$ cat src/rtl/pwm_duty_ramp.sv
// Config buffer and soft-start duty slew feeding the PWM generator; updates land only on period ticks.
// Optional build macro PWM_RAMP_TICKCNT_EN adds the ramp_ticks counter output.
`timescale 1ns/1ps
module pwm_duty_ramp #(
  parameter int          WIDTH      = 16,
  parameter int unsigned PERIOD_RST = 100
) (
  input  logic             clk,
  input  logic             rst,
  input  logic             enable,
  input  logic             tick,
  input  logic             cfg_valid,
  output logic             cfg_ready,
  input  logic [WIDTH-1:0] cfg_period,
  input  logic [WIDTH-1:0] cfg_target,
  input  logic [WIDTH-1:0] cfg_step,
  output logic [WIDTH-1:0] period_out,
  output logic [WIDTH-1:0] duty_out,
  output logic             busy,
  output logic             done
`ifdef PWM_RAMP_TICKCNT_EN
  ,
  output logic [WIDTH-1:0] ramp_ticks
`endif
);

  typedef enum logic [1:0] {IDLE, RAMP_UP, RAMP_DOWN, HOLD} state_t;

  state_t           state_q, state_d;
  logic [WIDTH-1:0] period_q, period_d;
  logic [WIDTH-1:0] duty_q, duty_d;
  logic [WIDTH-1:0] target_q, target_d;
  logic [WIDTH-1:0] step_q, step_d;
  logic             done_q, done_d;

  logic             pend_valid_q, pend_valid_d;
  logic [WIDTH-1:0] pend_period_q, pend_target_q, pend_step_q;

  logic             accept, apply;
  logic [WIDTH-1:0] eff_period, eff_target, eff_step;
  logic [WIDTH-1:0] base, diff, up_val, ramp_val;
  logic [WIDTH:0]   up_sum;

  function automatic state_t classify(input logic [WIDTH-1:0] d, input logic [WIDTH-1:0] t);
    if (d < t)      return RAMP_UP;
    else if (d > t) return RAMP_DOWN;
    else            return HOLD;
  endfunction

  assign cfg_ready  = !pend_valid_q;
  assign accept     = cfg_valid && cfg_ready;
  // With enable low the pending config is taken at once; otherwise only on a tick.
  assign apply      = pend_valid_q && (!enable || tick);

  assign eff_period = apply ? pend_period_q : period_q;
  assign eff_target = apply ? ((pend_target_q > pend_period_q) ? pend_period_q : pend_target_q)
                            : target_q;
  assign eff_step   = apply ? pend_step_q : step_q;

  assign base   = (duty_q > eff_period) ? eff_period : duty_q;
  assign diff   = (eff_target >= base) ? (eff_target - base) : (base - eff_target);
  assign up_sum = {1'b0, base} + {1'b0, eff_step};
  assign up_val = up_sum[WIDTH] ? '1 : up_sum[WIDTH-1:0];

  always_comb begin
    if (eff_step == '0 || diff <= eff_step) ramp_val = eff_target;
    else if (eff_target > base)             ramp_val = up_val;
    else                                    ramp_val = base - eff_step;
  end

  always_comb begin
    // NOTE: every next-state variable gets a default first so no path infers a latch.
    state_d      = state_q;
    period_d     = period_q;
    duty_d       = duty_q;
    target_d     = target_q;
    step_d       = step_q;
    done_d       = 1'b0;
    pend_valid_d = pend_valid_q;

    if (accept)     pend_valid_d = 1'b1;
    else if (apply) pend_valid_d = 1'b0;

    if (!enable) begin
      duty_d  = '0;
      state_d = IDLE;
      if (apply) begin
        period_d = eff_period;
        target_d = eff_target;
        step_d   = eff_step;
      end
    end else if (tick) begin
      period_d = eff_period;
      target_d = eff_target;
      step_d   = eff_step;
      duty_d   = ramp_val;
      state_d  = classify(ramp_val, eff_target);
      done_d   = (state_q == RAMP_UP || state_q == RAMP_DOWN) && (ramp_val == eff_target);
    end else if (state_q == IDLE) begin
      state_d = classify(duty_q, target_q);
    end
  end

  // NOTE: sequential state uses non-blocking assignments so all registers update together.
  always_ff @(posedge clk) begin
    if (rst) begin
      state_q      <= IDLE;
      period_q     <= WIDTH'(PERIOD_RST);
      duty_q       <= '0;
      target_q     <= '0;
      step_q       <= '0;
      done_q       <= 1'b0;
      pend_valid_q <= 1'b0;
    end else begin
      state_q      <= state_d;
      period_q     <= period_d;
      duty_q       <= duty_d;
      target_q     <= target_d;
      step_q       <= step_d;
      done_q       <= done_d;
      pend_valid_q <= pend_valid_d;
    end
  end

  // NOTE: pending payload needs no reset; pend_valid_q alone marks it meaningful.
  always_ff @(posedge clk) begin
    if (accept) begin
      pend_period_q <= cfg_period;
      pend_target_q <= cfg_target;
      pend_step_q   <= cfg_step;
    end
  end

  assign period_out = period_q;
  assign duty_out   = duty_q;
  assign busy       = (state_q == RAMP_UP) || (state_q == RAMP_DOWN);
  assign done       = done_q;

`ifdef PWM_RAMP_TICKCNT_EN
  // Counts ticks that actually moved duty; an applying tick restarts the count at itself.
  logic [WIDTH-1:0] cnt_q, cnt_base;
  logic             ramp_tick;

  assign ramp_tick = enable && tick && (base != eff_target);
  assign cnt_base  = apply ? '0 : cnt_q;

  always_ff @(posedge clk) begin
    if (rst)                              cnt_q <= '0;
    else if (ramp_tick && cnt_base != '1) cnt_q <= cnt_base + 1'b1;
    else                                  cnt_q <= cnt_base;
  end

  assign ramp_ticks = cnt_q;
`else
  // Tick counter not built.
`endif

endmodule

$ cat config.mk
export PLATFORM = sky130hd
export DESIGN_NAME = pwm_duty_ramp
export DESIGN_NICKNAME = d
export VERILOG_FILES = /design/src/rtl/pwm_duty_ramp.sv
export SDC_FILE = /design/constraint.sdc
export NUM_CORES = 1
export LEC_CHECK = 0
export ABC_AREA = 1
export ABC_CLOCK_PERIOD_IN_PS = 8900
export CORE_MARGIN = 1
export CORE_UTILIZATION = 50
export CTS_CLUSTER_SIZE = 10
export DETAILED_ROUTE_END_ITERATION = 10
export PLACE_DENSITY = 0.7
export SETUP_SLACK_MARGIN = 0.1
export SLEW_MARGIN = 10
export SYNTH_ARGS = -nofsm -noshare
export SYNTH_HDL_FRONTEND = slang
export SYNTH_SLANG_ARGS = --single-unit
$ cat constraint.sdc
create_clock -name clk -period 8.9 [get_ports clk]
set_clock_uncertainty 0.15 [all_clocks]
set_input_delay 1.78 -clock clk [delete_from_list [all_inputs] [get_ports clk]]
set_output_delay 1.78 -clock clk [all_outputs]
set_load 0.01 [all_outputs]
==> summary.txt <==
Clock tree
  – Clock Path Buffers: 2
  – Root Buffer: clkbuf_16
  – Clk Latency, worst-skew pair: 0.43 ns
  – CTS H-tree lvls: 4
  – Clock Pin Slew Worst Setup and Hold Paths: 0.06 ns
  – Num CTS Buffers: 17
  – CTS Hold Buffers Added: 0
  – CTS sink count: 116
  – CTS tree: built

Place
  – IO Port Bufs: 87
  – Placed Area: 12950 um^2
  – RePlAce Congestion: 1.020
  – Post-DP HPWL: 27320 um

Setup path
  – R2R depth: 45
  – Worst R2R Start: pend_target_q[11]
  – Worst Path Max Fanout: 23
  – CP max stage cell: fa_1
  – CP required: 9.03 ns
  – Flop-to-flop setup slack: 1.35 ns
  – Worst r2r dst: state_q[0]
  – Max incr delay on CP: 0.38 ns
  – CP endpoint: state_q[0]
  – Critical Path Start Type: input port
  – Worst Setup End Kind: flip-flop
  – Crit path from: tick
  – Critical path class: input port to flip-flop
  – CP arrival: 8.44 ns
  – Most frequent CP cell: nand2_1

Die
  – Initial Utilization: 50.87%
  – Die width: 148.2 um
  – Rows: 53
  – Core area: 21020 um^2
  – Vert. Die Dim: 148.2 um
  – Io pins: 88
  – Die area: 21980 um^2

Timing
  – Final hold violation count: 0
  – Normalized max-slew margin: 31.17%
  – Final hold slack: 0.3257 ns
  – Worst Tran Pin Value: 1.032 ns
  – Final period util: 93.38%
  – Final Max Slew Viols: 0
  – Achievable clock frequency: 0.1203 GHz
  – RSZ-0062 raised after global routing: no
  – Min cycle time layout: 8.311 ns
  – Count of final setup violators: 0

Yosys
  – Mapped Nets: 1776
  – FF+latch count, synth: 116
  – Ys flop type: dfxtp_1
  – Synthesized netlist cell count: 1576
  – Post-Syn Area: 10690 um^2
  – Number of synthesized flops with an enable pin: 48
  – Fraction of registers with async set/reset: 0%
  – Syn Area/Cell: 6.786 um^2
  – Unique masters post-synth: 45
  – Synthesis warning total: 0
  – Sequential area share after synthesis: 26.21%

Cells and area
  – Most frequent cells in the layout: 433 x nand2_1, 238 x inv_1, 165 x buf_4, 142 x nand3_1, 142 x ha_1
  – Layout cells sized above 1: 15.64%
  – Most common cell after layout, fill and taps aside: nand2_1
  – Diodes inserted: 0
  – Fin nets: 2009
  – Layout area overhead: 29.24%
  – Fin area: 13820 um^2

Global route
  – Largest net degree at the start of global routing: 48
  – Grt ovf: 0
  – Vias in the first global route: 10715
  – First-pass GRT wire length: 53430 um
  – Initial antenna violation count: 0
  – All-layer global routing usage: 31.31%

Detailed routing
  – Vias/cell: 5.338
  – Drt pass-1 iters: 5
  – Vias: 11194
  – Final wirelength: 34200 um
  – Drc violations: 0
  – Routed WL per cell: 16.31 um
  – Iteration-0 DRC Markers: 823
  – Antenna viol nets, final: 0

Flow run
  – Max cap viols: 0

Hold path
  – Hold Crit Class: flip-flop to flip-flop

Status
  – Status: finished clean
registers in the layout (all words and copies together), names as in the netlist:
register / flops
done: 1
duty_out: 16
pend_period_q: 16
pend_step_q: 16
pend_target_q: 16
pend_valid_q: 1
period_out: 16
state_q: 2
step_q: 16
target_q: 16
cells in the mapped netlist, types with 5 or more instances:
cell / number / area (um^2)
edfxtp_1: 48 / 1441
a21oi_1: 100 / 500.5
buf_2: 21 / 105.1
clkbuf_1: 21 / 78.83
nand3_2: 9 / 90.09
inv_1: 240 / 900.9
o211ai_1: 6 / 45.04
o21bai_1: 10 / 75.07
dfxtp_1: 68 / 1361
a21oi_2: 5 / 43.79
nand2_1: 436 / 1637
o21ai_0: 61 / 305.3
nand3_1: 143 / 715.7
ha_1: 143 / 1789
buf_6: 6 / 67.56
xnor2_1: 7 / 61.31
o21ai_2: 15 / 131.4
nand4_1: 13 / 81.33
a211oi_1: 6 / 45.04
nand3b_1: 13 / 97.59
nor2_1: 123 / 461.7
nand2_2: 12 / 75.07
xor2_1: 22 / 192.7
nor3_1: 7 / 35.03
metal layers:
metal,GRT usage [%],up-vias,share of wire [%]
met1,39.57,5177,43
met3,4.202,62,5.8
met2,54.79,395,48
met5,0,-,0
met4,10.21,0,2.9
li1,-,5560,-
worst min path at each step:
stage               startpoint  cells after the start          to  slack [ns]
floorplan           state_q[0]                      2  state_q[0]        0.29
global placement    state_q[0]                      2  state_q[0]        0.31
detailed placement  state_q[0]                      2  state_q[0]        0.31
CTS                 state_q[0]                      2  state_q[0]        0.32
global route        state_q[1]                      2  state_q[1]        0.38
finish              state_q[0]                      2  state_q[0]        0.33
final cells by class:
| type | count | area [um^2] |
|---|---|---|
| Fill cell | 1878 | 7201 |
| Timing Repair Buffer | 264 | 2305 |
| Tap cell | 275 | 344.1 |
| Sequential cell | 116 | 2803 |
| Clock inverter | 13 | 195.2 |
| Inverter | 241 | 907.1 |
| Multi-Input combinational cell | 1169 | 6824 |
| Clock buffer | 19 | 442.9 |
stage by stage:
step	utilization, %	cells	TNS, ns	setup WS [ns]
after global placement	61.60	2055	-0.9301	-0.3466
after CTS	64.94	2091	0	0.1400
after detailed placement	61.60	2055	-2.212	-0.7590
after global routing	65.75	2097	0	0.06769
after floorplan	-	1576	0	0.7448
final	65.75	2097	0	0.5893
cell families (layout without fill, tap and decap cells):
family,Yosys count,after routing,share of synthesized area (%)
fa+ha+maj,147,147,17.48
simple gates,774,774,31.12
xor+xnor,29,29,2.375
buf+inv,291,537,10.97
mux,1,1,0.09360
flops,116,116,26.21
compound gates,218,218,11.75
critical path: cells and delay by family:
kind            cells  cell delay, ns
compound gates      8            1.02
buf+inv            12            1.38
fa+ha+maj           5            1.50
simple gates       27            2.69
timing repair:
action / in CTS / in global routing
setup buffers: 4 / 4
cloned: 0 / 2
setup endpoints to repair: 3 / 3
pin swaps: 4 / 17
resized for setup: 8 / 44
Power is left out: the tool's default activity adds up to more than one toggle a clock period on the data nets, which glitch-free logic cannot reach.
